## config.mk

```make
export PLATFORM = sky130hd
export DESIGN_NAME = gpio_step_sequencer
export DESIGN_NICKNAME = d
export VERILOG_FILES = /design/src/rtl/gpio_step_sequencer.sv
export SDC_FILE = /design/constraint.sdc
export NUM_CORES = 1
export LEC_CHECK = 0
export CAP_MARGIN = 40
export CORE_MARGIN = 3
export CORE_UTILIZATION = 37
export DETAILED_ROUTE_END_ITERATION = 8
export PLACE_DENSITY = 0.86
export SKIP_CTS_REPAIR_TIMING = 1
export SYNTH_ARGS = -nofsm -noshare
export SYNTH_HDL_FRONTEND = slang
export SYNTH_SLANG_ARGS = --single-unit
```

## constraint.sdc

```tcl
create_clock -name ap_clk -period 2.2 [get_ports ap_clk]
set_clock_uncertainty 0.2 [all_clocks]
set_input_delay 0.44 -clock ap_clk [delete_from_list [all_inputs] [get_ports ap_clk]]
set_output_delay 0.44 -clock ap_clk [all_outputs]
set_load 0.005 [all_outputs]
```

## src/rtl/gpio_step_sequencer.sv

```systemverilog
// gpio_step_sequencer
//
// Drives the 32-bit GPIO control/status word of the HLS model wrapper
// directly from hardware. It runs one host command at a time:
//   op 0 = BRAM reset, 1 = param load, 2 = train step (fw then bw), 3 = grad extract.
// For each command it pulses the start/complete/reset control bits, waits on
// the finish/idle/busy status bits and pulses done when the command is finished.
//
// Ports
//   ap_clk        sole clock, rising edge
//   ap_rst        asynchronous active-high reset
//   cmd_valid     command request from the host
//   cmd_ready     high only while idle; accept = cmd_valid && cmd_ready
//   cmd_op        2-bit opcode (see above)
//   cmd_cache_en  latched on accept, driven on gpio_o[24] until the next accept
//   cmd_bram_sel  latched on accept, driven on gpio_o[25] until the next accept
//   gpio_o        registered control word
//   gpio_i        status word from the wrapper
//   done          one-cycle completion pulse
//   err           sticky timeout flag, cleared on the next accept
//
// Build option
//   SEQ_TIMEOUT_EN  when defined, every wait state aborts after TIMEOUT_CYCLES
//                   cycles (control bits drop, err set, done pulses). When
//                   undefined, waits are unbounded and err stays 0.
module gpio_step_sequencer #(
    parameter int unsigned TIMEOUT_CYCLES = 32'd1 << 20,
    parameter int unsigned RESET_PULSE    = 4
) (
    input  logic        ap_clk,
    input  logic        ap_rst,
    input  logic        cmd_valid,
    output logic        cmd_ready,
    input  logic [1:0]  cmd_op,
    input  logic        cmd_cache_en,
    input  logic        cmd_bram_sel,
    output logic [31:0] gpio_o,
    input  logic [31:0] gpio_i,
    output logic        done,
    output logic        err
);

    typedef enum logic [2:0] {
        S_IDLE,
        S_RST_PULSE,
        S_RST_WAIT,
        S_RUN_START,
        S_RUN_COMPLETE,
        S_RUN_IDLE_WAIT,
        S_DONE
    } state_t;

    // Unit encoding chosen so the start bit sits at 4*unit and the finish
    // status bit at 29-4*unit.
    localparam logic [1:0] U_FW    = 2'd0;
    localparam logic [1:0] U_BW    = 2'd1;
    localparam logic [1:0] U_PARAM = 2'd2;
    localparam logic [1:0] U_GRAD  = 2'd3;

    localparam int PW = (RESET_PULSE > 1) ? $clog2(RESET_PULSE) : 1;

    state_t          state_q, state_d;
    logic [1:0]      unit_q, unit_d;
    logic            cache_en_q, cache_en_d;
    logic            bram_sel_q, bram_sel_d;
    logic [PW-1:0]   pulse_cnt_q, pulse_cnt_d;
    logic [31:0]     gpio_q, gpio_d;
    logic            ready_q, ready_d;
    logic            done_q, done_d;
    logic            err_q, err_d;

    logic [3:0]      unit_fin;
    logic [3:0]      unit_idle;
    logic            cur_fin;
    logic            cur_idle;
    logic            busy_clear;
    logic            expired;

    // Per-unit finish/idle status taps.
    for (genvar gi = 0; gi < 4; gi++) begin : g_status
        assign unit_fin[gi]  = gpio_i[29 - 4*gi];
        assign unit_idle[gi] = gpio_i[28 - 4*gi];
    end

    assign cur_fin    = unit_fin[unit_q];
    assign cur_idle   = unit_idle[unit_q];
    assign busy_clear = ~gpio_i[14] & ~gpio_i[10];

    // Echo bits 15/11 and the constant-1 bits carry no information here.
    logic unused_status;
    assign unused_status = ^{gpio_i[31:30], gpio_i[27:26], gpio_i[23:22],
                             gpio_i[19:18], gpio_i[15], gpio_i[13:11], gpio_i[9:0]};

`ifdef SEQ_TIMEOUT_EN
    localparam int TW = (TIMEOUT_CYCLES > 1) ? $clog2(TIMEOUT_CYCLES) : 1;
    logic [TW-1:0] wait_cnt_q, wait_cnt_d;

    // Counter holds the number of cycles already spent in the current state
    // minus one, so expiry fires on the TIMEOUT_CYCLES-th cycle of the wait.
    assign expired    = (wait_cnt_q == TW'(TIMEOUT_CYCLES - 1));
    assign wait_cnt_d = (state_d == state_q) ? wait_cnt_q + 1'b1 : '0;

    always_ff @(posedge ap_clk or posedge ap_rst) begin
        if (ap_rst) begin
            wait_cnt_q <= '0;
        end else begin
            wait_cnt_q <= wait_cnt_d;
        end
    end
`else
    logic unused_timeout;
    assign unused_timeout = TIMEOUT_CYCLES[0];
    assign expired        = 1'b0;
`endif

    // Next-state logic. Handshakes are tested before expiry so a response
    // arriving on the last counted cycle still wins.
    always_comb begin
        state_d     = state_q;
        unit_d      = unit_q;
        cache_en_d  = cache_en_q;
        bram_sel_d  = bram_sel_q;
        pulse_cnt_d = pulse_cnt_q;
        err_d       = err_q;

        case (state_q)
            S_IDLE: begin
                if (cmd_valid && ready_q) begin
                    cache_en_d  = cmd_cache_en;
                    bram_sel_d  = cmd_bram_sel;
                    err_d       = 1'b0;
                    pulse_cnt_d = '0;
                    case (cmd_op)
                        2'd0:    state_d = S_RST_PULSE;
                        2'd1:    begin unit_d = U_PARAM; state_d = S_RUN_START; end
                        2'd2:    begin unit_d = U_FW;    state_d = S_RUN_START; end
                        default: begin unit_d = U_GRAD;  state_d = S_RUN_START; end
                    endcase
                end
            end
            S_RST_PULSE: begin
                if (pulse_cnt_q == PW'(RESET_PULSE - 1)) begin
                    state_d = S_RST_WAIT;
                end else begin
                    pulse_cnt_d = pulse_cnt_q + 1'b1;
                end
            end
            S_RST_WAIT: begin
                if (busy_clear) begin
                    state_d = S_DONE;
                end else if (expired) begin
                    state_d = S_DONE;
                    err_d   = 1'b1;
                end
            end
            S_RUN_START: begin
                if (cur_fin) begin
                    state_d = S_RUN_COMPLETE;
                end else if (expired) begin
                    state_d = S_DONE;
                    err_d   = 1'b1;
                end
            end
            S_RUN_COMPLETE: begin
                state_d = S_RUN_IDLE_WAIT;
            end
            S_RUN_IDLE_WAIT: begin
                if (cur_idle) begin
                    if (unit_q == U_FW) begin
                        unit_d  = U_BW;
                        state_d = S_RUN_START;
                    end else begin
                        state_d = S_DONE;
                    end
                end else if (expired) begin
                    state_d = S_DONE;
                    err_d   = 1'b1;
                end
            end
            S_DONE: begin
                state_d = S_IDLE;
            end
            default: begin
                state_d = S_IDLE;
            end
        endcase
    end

    // Output word is decoded from the next state so every control bit
    // leaves a flop and lines up with the state it belongs to.
    always_comb begin
        gpio_d     = '0;
        gpio_d[24] = cache_en_d;
        gpio_d[25] = bram_sel_d;
        case (state_d)
            S_RST_PULSE: begin
                gpio_d[16] = 1'b1;
                gpio_d[20] = 1'b1;
            end
            S_RUN_START:    gpio_d[{1'b0, unit_d, 2'b00}] = 1'b1;
            S_RUN_COMPLETE: gpio_d[{1'b0, unit_d, 2'b01}] = 1'b1;
            default: ;
        endcase
        ready_d = (state_d == S_IDLE);
        done_d  = (state_d == S_DONE);
    end

    always_ff @(posedge ap_clk or posedge ap_rst) begin
        if (ap_rst) begin
            state_q     <= S_IDLE;
            unit_q      <= U_FW;
            cache_en_q  <= 1'b0;
            bram_sel_q  <= 1'b0;
            pulse_cnt_q <= '0;
            gpio_q      <= '0;
            ready_q     <= 1'b0;
            done_q      <= 1'b0;
            err_q       <= 1'b0;
        end else begin
            state_q     <= state_d;
            unit_q      <= unit_d;
            cache_en_q  <= cache_en_d;
            bram_sel_q  <= bram_sel_d;
            pulse_cnt_q <= pulse_cnt_d;
            gpio_q      <= gpio_d;
            ready_q     <= ready_d;
            done_q      <= done_d;
            err_q       <= err_d;
        end
    end

    assign gpio_o    = gpio_q;
    assign cmd_ready = ready_q;
    assign done      = done_q;
    assign err       = err_q;

endmodule

```

==> results.toml, run 1 <==
[global_route]
global_route.usage.met1_pct = 15.37
grt_antenna_before_repair = 0
via_count_of_the_first_global_routing_pass = 909
grt.overflow.total = 0
gr-usage-met2_pct = 21.81
grt_start_max_net_pins = 21
grt.busiest_layer = "met2"
routing_usage_on_met3_pct = 2.812
grt_util_all_layers_pct = 12.44
grt_first_pass_wirelength_um = 4077

[finish]
num-nets-final = 206
antenna-diode-count = 0
layout-drive-gt1-share_pct = 22.42
final_cell_mix = "sky130_fd_sc_hd__clkdlybuf4s50_1, sky130_fd_sc_hd__conb_1, sky130_fd_sc_hd__dfrtp_1"
layout.cells.most_common = "sky130_fd_sc_hd__clkdlybuf4s50_1"
layout.core_utilization_pct = 52.16
flow.area_growth_from_synthesis_pct = 30.66
finish.instance_area_mm2 = 0.001632

[timing]
final.period_utilization_pct = 94.02
finalSetupViolCount = 0
report.final.slew_viol_count = 0
hold_violations = 0
timing.fmax_mhz = 483.5
min_period_ns = 2.068
setup_slack_ns = 0.1316
rsz0062_at_grt = "false"

[critical_path]
data_required_time_of_the_worst_path_ns = 2.26
cp_cell_sequence = "mux4_2 > and3_4 > buf_4 > nor4_4 > and3_2"
reg2reg_from = "unit_q[1]"
length_in_cells_of_the_worst_reg_to_reg_path = 5
critPathArrivalTime_ns = 2.12
endpoint_type_of_the_worst_setup_path = "register"
timing.critical_path.slowest_cell_delay_ns = 0.56
crit_path_max_fanout = 8
crit-reg2reg-capture = "gpio_o[20]"
setup.reg_to_reg.worst_slack_ns = 0.13
critPathLaunchType = "register"
critPathSlowestCell = "sky130_fd_sc_hd__dfrtp_1"
worst_setup_path_category = "reg -> reg"

[min_path]
min-delay-path-class = "in -> async"

[clocking]
clk_pin_slew_worst_paths_ns = 0.11
clock_buffer_count_from_cts = 3
insertion_delay_ns = 0.31
clock_sink_count = 20
clock_tree.root_cell = "sky130_fd_sc_hd__clkbuf_4"
cts_tree = "yes"
clk_path_buf_depth = 2
cts_max_level = 1

[power_and_ir_drop]
leakage_uw = 0.0008050
power_per_cell_area_mw_per_mm2 = 1091
vdd.ir_drop.worst_mv = 0.3759
post-layout-total-power_uw = 1779

[floorplanning]
die_area_mm2 = 0.004108
core_box_area_mm2 = 0.003128
placementRows = 20
fp.dieW_um = 64.10
initial_utilization_pct = 39.92
top_level_pins = 74
floorplan.die.height_um = 64.10

[route]
detailedRoute.firstPassIterationCount = 4
postRouteAntennaNets = 0
drt_drc_violations_left = 0
via_count_normalized_by_instance_count = 4.646
post_drt_wl_per_cell_um = 11.61
vias = 971
finalWirelength_um = 2427
drt_iter0_drc = 29

[yosys]
proportion_of_synthesized_flip_flops_having_asynchronous_set_or_reset_pct = 100.0
synth_area_per_cell_um2 = 10.07
yosys_register_bits = 20
synth_edf_count = 0
syn-cell-area_mm2 = 0.001249
seq_area_frac_synth_pct = 40.08
synth_cells = 124
synthesis.yosys.warnings = 0
yosys.cell_types.count = 45
synth_ff_type = "sky130_fd_sc_hd__dfrtp_1"

[placement]
io_buffers = 30
place_area_mm2 = 0.001579
placement.setup.worst_slack_ns = -0.3733
detailedPlacementHpwl_um = 1993
globalplace.congestion = 0.9133

[outcome]
outcome = "completed"

[job]
max_cap_viol_count = 0
-- per-layer routing --
metal  routed length, µm  vias up
met3                 165        3
met1                 982      460
li1                    -      466
met2                1258       42
met5                   0        -
met4                  20        0
-- how the worst max path moves through the flow --
stage | startpoint | end | slack, ns | depth (start not counted)
after floorplan | gpio_i[24] | gpio_o[12] | 0.19 | 5
after global placement | gpio_i[24] | gpio_o[12] | -0.33 | 6
after detailed placement | gpio_i[24] | gpio_o[8] | -0.37 | 6
after CTS | gpio_i[24] | gpio_o[8] | -0.05 | 6
after global routing | unit_q[0] | gpio_o[4] | 0.03 | 5
final | unit_q[1] | gpio_o[20] | 0.13 | 5
-- Yosys cell counts (all sizes together) (3+ instances only) --
master  count  share of area, %
o21ai       5               2.0
inv         6               1.8
nor3        3               1.6
dfrtp      20                40
buf        28                17
nor2       12               3.6
mux2        3               2.7
nand2       5               1.5
and2        3               1.5
and3        3               2.0
nor2b       4               2.0
-- layout make-up --
cell class | instances | area (µm²)
repair buffers | 46 | 430.4
clock buffers | 4 | 36.28
multi-input cells | 89 | 586.8
fillers | 286 | 1496
inverters | 6 | 22.52
well taps | 44 | 55.05
flip-flops and latches | 20 | 500.5
-- worst max-delay path, delay by kind of cell (launching register included) --
kind	cells	cell delay, ns
multiplexers	1	0.38
buffers and inverters	1	0.13
flip-flops	1	0.56
AND/OR/NAND/NOR	3	0.75
-- cell families (layout without fill, tap and decap cells) --
| logic type | after synthesis | in the layout | share of synthesized area [%] |
|---|---|---|---|
| other | 1 | 21 | 0.3003 |
| adders and majority gates | 1 | 1 | 1.002 |
| DFF | 20 | 20 | 40.08 |
| muxes | 7 | 7 | 8.217 |
| and+or+nand+nor | 42 | 42 | 20.34 |
| buffers and inverters | 35 | 56 | 19.44 |
| AOI/OAI and AO/OA | 18 | 18 | 10.62 |
-- sequential cells by signal, indices dropped and copies added (netlist names) --
register,count
gpio_o,11
unit_q,2
pulse_cnt_q,2
done,1
cmd_ready,1
state_q,3
-- power by group --
group	internal (µW)	switching, µW	total, µW
clock	101	111	212
sequential	488	107	595
combinational	533	439	972
total	1120	657	1780
-- through the flow --
stage | TNS, ns | hold WS (ns) | std cells
2_1_floorplan | 0 | 0.2038 | 144
3_3_place_gp | -1.773 | 0.2926 | 205
3_5_place_dp | -2.224 | 0.2990 | 205
4_1_cts | -0.1155 | 0.2824 | 209
5_1_grt | 0 | 0.2897 | 209
6_report | 0 | 0.2562 | 209
(Power assumes the default switching activity.)
==> run 2: changes to the inputs <==
--- a/config.mk
+++ b/config.mk
@@ -9,7 +9,7 @@
 export CORE_MARGIN = 3
 export CORE_UTILIZATION = 37
 export DETAILED_ROUTE_END_ITERATION = 8
-export PLACE_DENSITY = 0.86
+export PLACE_DENSITY = 0.79
 export SKIP_CTS_REPAIR_TIMING = 1
 export SYNTH_ARGS = -nofsm -noshare
 export SYNTH_HDL_FRONTEND = slang
==> run 2 against run 1 <==
  * Combinational power grew 4%
  * Non-clock buffer count is the same
  * Flip-flop and latch count is the same
  * Core utilization is essentially flat
  * Die area is the same
  * Fmax shrank 2.6%
  * Final area is essentially flat
  * First-iteration DRC count grew 6.9%
  * Sequential share of layout area is essentially flat
  * Count of clock-buffer cells in the layout is the same
  * Clock power shrank 2%
  * Largest cell class unchanged
==> results.toml, run 2 (synthesized netlist as in run 1, its figures left out) <==
[outcome]
outcome = "completed"

[clocking]
clk_pin_slew_worst_paths_ns = 0.11
cts_tree = "yes"
clk_path_buf_depth = 2
clock_tree.root_cell = "sky130_fd_sc_hd__clkbuf_4"
clock_sink_count = 20
insertion_delay_ns = 0.29
clock_buffer_count_from_cts = 3
cts_max_level = 1

[critical_path]
cp_cell_sequence = "clkdlybuf4s50_1 > mux4_2 > and3_4 > or3_4 > a21oi_4 > nor2_1"
critPathArrivalTime_ns = 2.11
timing.critical_path.slowest_cell_delay_ns = 0.47
endpoint_type_of_the_worst_setup_path = "register"
critPathLaunchType = "primary input"
crit_path_max_fanout = 3
worst_setup_path_category = "in -> reg"
data_required_time_of_the_worst_path_ns = 2.18
critPathSlowestCell = "sky130_fd_sc_hd__mux4_2"

[floorplanning]
initial_utilization_pct = 39.92
top_level_pins = 74
placementRows = 20
core_box_area_mm2 = 0.003128
floorplan.die.height_um = 64.10
fp.dieW_um = 64.10
die_area_mm2 = 0.004108

[power_and_ir_drop]
post-layout-total-power_uw = 1821
leakage_uw = 0.0007863
power_per_cell_area_mw_per_mm2 = 1115
vdd.ir_drop.worst_mv = 0.2903

[route]
via_count_normalized_by_instance_count = 4.799
postRouteAntennaNets = 0
drt_iter0_drc = 31
vias = 1003
drt_drc_violations_left = 0
post_drt_wl_per_cell_um = 12.65
finalWirelength_um = 2644
detailedRoute.firstPassIterationCount = 4

[job]
max_cap_viol_count = 0

[placement]
detailedPlacementHpwl_um = 2131
globalplace.congestion = 0.9272
io_buffers = 30

[finish]
largest_register_ffs = 11
n_fill_cell = 289
layout.core_utilization_pct = 52.20
flow.area_growth_from_synthesis_pct = 30.76
num-nets-final = 206
final_cell_mix = "sky130_fd_sc_hd__clkdlybuf4s50_1, sky130_fd_sc_hd__conb_1, sky130_fd_sc_hd__dfrtp_1"
antenna-diode-count = 0
layout.cells.most_common = "sky130_fd_sc_hd__clkdlybuf4s50_1"
layout-drive-gt1-share_pct = 22.42

[global_route]
grt_start_max_net_pins = 21
via_count_of_the_first_global_routing_pass = 939
grt.overflow.total = 0
grt_first_pass_wirelength_um = 4271
grt_antenna_before_repair = 0
grt_util_all_layers_pct = 13.12

[timing]
min_period_ns = 2.123
hold_violations = 0
timing.fmax_mhz = 471.0
report.final.slew_viol_count = 0
final.period_utilization_pct = 96.51
finalSetupViolCount = 0
rsz0062_at_grt = "false"

[min_path]
min-delay-path-class = "in -> async"
-- run 2: cell count changes in the layout (fill, tap and decap cells not counted) --
cell and delta:
sky130_fd_sc_hd__a21oi_2 -1, sky130_fd_sc_hd__a21oi_4 +1, sky130_fd_sc_hd__clkdlybuf4s50_1 +2, sky130_fd_sc_hd__dlymetal6s2s_1 -2, sky130_fd_sc_hd__nor4_1 +1, sky130_fd_sc_hd__nor4_2 -1
sky130_fd_sc_hd__or3_1 -1, sky130_fd_sc_hd__or3_4 +1
-- run 2: power by group --
part,switching [µW],total (µW),internal (µW)
combinational,458,1010,553
clock,107,207,101
sequential,114,603,489
total,679,1820,1140
-- run 2: final cells by class --
| cell class | count | area, µm² | share of cell area (%) |
|---|---|---|---|
| inverter | 6 | 22.52 | 1.379 |
| sequential | 20 | 500.5 | 30.65 |
| clock buffer | 4 | 36.28 | 2.222 |
| tap | 44 | 55.05 | 3.372 |
| timing repair buffer | 46 | 425.4 | 26.05 |
| multi-input combinational | 89 | 593.1 | 36.32 |
-- run 2: worst paths after layout --
kind	from	to	slack (ns)	cells after the start
hold / removal	ap_rst	gpio_o[4]	0.26	3
min in group ap_clk	gpio_o[25]	gpio_o[25]	0.32	1
max in group asynchronous	ap_rst	gpio_o[25]	1.34	3
setup / recovery	gpio_i[24]	gpio_o[0]	0.08	6
hold reg to reg	gpio_o[25]	gpio_o[25]	0.32	1
setup reg to reg	unit_q[0]	gpio_o[4]	0.15	5
-- run 2: through the flow --
stage	hold slack, ns	TNS (ns)	setup WS (ns)	cell area [µm²]	std cells
finish	0.2600	0	0.07684	1633	209
CTS	0.2602	-0.09244	-0.03425	1615	209
floorplan	0.2038	0	0.1923	1324	144
detailed placement	0.3041	-1.782	-0.3512	1579	205
global placement	0.2839	-1.607	-0.3327	1579	205
global route	0.2858	0	0.008175	1633	209
-- run 2: routing by layer --
layer	GRT usage [%]	routed length, µm	vias to the layer above
met3	2.109	191	9
li1	-	-	464
met5	0	0	-
met1	14.38	954	473
met2	24.00	1421	57
met4	6.860	76	0
-- run 2: worst max-delay path, delay by kind of cell --
| family | cells | cell delay, ns |
|---|---|---|
| compound gates | 1 | 0.17 |
| simple gates | 3 | 0.60 |
| mux | 1 | 0.47 |
| buf+inv | 1 | 0.43 |
==> run 3: changes to the inputs <==
--- a/config.mk
+++ b/config.mk
@@ -10,6 +10,7 @@
 export CORE_UTILIZATION = 37
 export DETAILED_ROUTE_END_ITERATION = 8
 export PLACE_DENSITY = 0.79
+export REMOVE_ABC_BUFFERS = 1
 export SKIP_CTS_REPAIR_TIMING = 1
 export SYNTH_ARGS = -nofsm -noshare
 export SYNTH_HDL_FRONTEND = slang
==> run 3 against run 2 <==
  * Total power shrank 3.2%
  * Sequential power is essentially flat
  * Cell count is the same
  * Final area shrank 0.84%
==> results.toml, run 3 (synthesized netlist as in run 1, its figures left out) <==
[outcome]
outcome = "completed"

[clocking]
clock_sink_count = 20
cts_tree = "yes"
cts_max_level = 1
clock_tree.root_cell = "sky130_fd_sc_hd__clkbuf_4"
clk_pin_slew_worst_paths_ns = 0.10
clk_path_buf_depth = 2
insertion_delay_ns = 0.29
clock_buffer_count_from_cts = 3

[floorplanning]
top_level_pins = 74
placementRows = 20
fp.dieW_um = 64.10
die_area_mm2 = 0.004108
core_box_area_mm2 = 0.003128
floorplan.die.height_um = 64.10
initial_utilization_pct = 39.92

[timing]
timing.fmax_mhz = 468.9
rsz0062_at_grt = "true"
setup_slack_ns = 0.06745
hold_violations = 0
finalSetupViolCount = 0
report.final.slew_viol_count = 0
final.period_utilization_pct = 96.93
min_period_ns = 2.133

[critical_path]
crit-reg2reg-capture = "gpio_o[4]"
endpoint_type_of_the_worst_setup_path = "register"
crit_path_max_fanout = 10
critPathLaunchType = "register"
critPathArrivalTime_ns = 2.11
cp_num_cells = 5
timing.critical_path.slowest_cell_delay_ns = 0.53
critPathSlowestCell = "sky130_fd_sc_hd__mux4_2"
reg2reg_from = "unit_q[0]"
data_required_time_of_the_worst_path_ns = 2.18
length_in_cells_of_the_worst_reg_to_reg_path = 5
cp_cell_sequence = "buf_4 > mux4_2 > and3b_2 > a31oi_1 > nor4_1"
setup.reg_to_reg.worst_slack_ns = 0.07
critical_path.top_delay_family = "simple AND/OR/NAND/NOR gates"
worst_setup_path_category = "reg -> reg"
path_buf_inv = 1

[min_path]
min-delay-path-class = "in -> async"

[route]
via_count_normalized_by_instance_count = 4.636
detailedRoute.firstPassIterationCount = 4
vias = 969
postRouteAntennaNets = 0
post_drt_wl_per_cell_um = 12.10
finalWirelength_um = 2529
drt_iter0_drc = 35
drt_drc_violations_left = 0

[placement]
place_area_mm2 = 0.001579
globalplace.congestion = 0.8663
io_buffers = 30
detailedPlacementHpwl_um = 2116
placement.setup.worst_slack_ns = -0.3817

[finish]
layout.cells.most_common = "sky130_fd_sc_hd__clkdlybuf4s50_1"
layout-drive-gt1-share_pct = 21.82
num-nets-final = 207
final_cell_mix = "sky130_fd_sc_hd__clkdlybuf4s50_1, sky130_fd_sc_hd__conb_1, sky130_fd_sc_hd__dfrtp_1"
antenna-diode-count = 0
largest_register_ffs = 11
finish.instance_area_mm2 = 0.001619
flow.area_growth_from_synthesis_pct = 29.66

[global_route]
grt.overflow.total = 0
grt_antenna_before_repair = 0
grt_first_pass_wirelength_um = 4353
via_count_of_the_first_global_routing_pass = 990
grt_start_max_net_pins = 21
grt_util_all_layers_pct = 13.03

[job]
max_cap_viol_count = 0

[power_and_ir_drop]
power_per_cell_area_mw_per_mm2 = 1089
leakage_uw = 0.0008017
vdd.ir_drop.worst_mv = 0.4092
## run 3: cell count changes in the layout (fill, tap and decap cells not counted)
| cell | delta |
|---|---|
| sky130_fd_sc_hd__clkdlybuf4s50_1 | -2 |
| sky130_fd_sc_hd__dlymetal6s2s_1 | +2 |
| sky130_fd_sc_hd__a21oi_2 | +1 |
| sky130_fd_sc_hd__a21oi_4 | -1 |
| sky130_fd_sc_hd__buf_4 | +1 |
| sky130_fd_sc_hd__clkbuf_8 | -1 |
| sky130_fd_sc_hd__or3_1 | +1 |
| sky130_fd_sc_hd__or3_4 | -1 |
## run 3: area by class of cell
type	count	area [µm²]
fill	300	1509
multi-input combinational	89	580.6
sequential	20	500.5
timing repair buffer	47	437.9
tap	44	55.05
clock buffer	3	22.52
inverter	6	22.52
## run 3: per-layer routing
| layer | global-route usage [%] | vias up | part of all wire [%] |
|---|---|---|---|
| met2 | 23.23 | 51 | 48 |
| met5 | 0 | - | 0 |
| met3 | 2.812 | 4 | 8.5 |
| met1 | 15.67 | 450 | 42 |
| met4 | 3.694 | 0 | 1.1 |
| li1 | - | 464 | - |
## run 3: worst register-to-register path: stages (launching register included)
cell and delay [ns]:
sky130_fd_sc_hd__dfrtp_1 0.41, sky130_fd_sc_hd__buf_4 0.19, sky130_fd_sc_hd__mux4_2 0.53, sky130_fd_sc_hd__and3b_2 0.33, sky130_fd_sc_hd__a31oi_1 0.06, sky130_fd_sc_hd__nor4_1 0.30
## run 3: metrics by stage
stage / utilization [%] / hold WS [ns] / std cells / TNS [ns] / power (µW)
after floorplan: - / 0.2038 / 115 / 0 / 1141
after global placement: 50.48 / 0.2828 / 205 / -1.660 / 1547
after detailed placement: 50.48 / 0.3040 / 205 / -1.999 / 1592
after CTS: 51.20 / 0.2751 / 208 / -0.1950 / 1750
after global routing: 51.76 / 0.2960 / 209 / -0.008024 / 1932
final: 51.76 / 0.2733 / 209 / 0 / 1763
## run 3: how the worst max path moves through the flow
stage / to / start / slack, ns
floorplan: gpio_o[12] / unit_q[0] / 0.03
global placement: gpio_o[12] / gpio_i[24] / -0.33
detailed placement: gpio_o[12] / gpio_i[24] / -0.38
CTS: gpio_o[12] / gpio_i[24] / -0.08
global route: gpio_o[4] / unit_q[0] / -0.008
finish: gpio_o[4] / unit_q[0] / 0.07
## run 3: power breakdown
group	total (µW)	switching (µW)	internal (µW)
Clock	159	95.3	63.5
Combinational	1000	442	562
Sequential	600	112	489
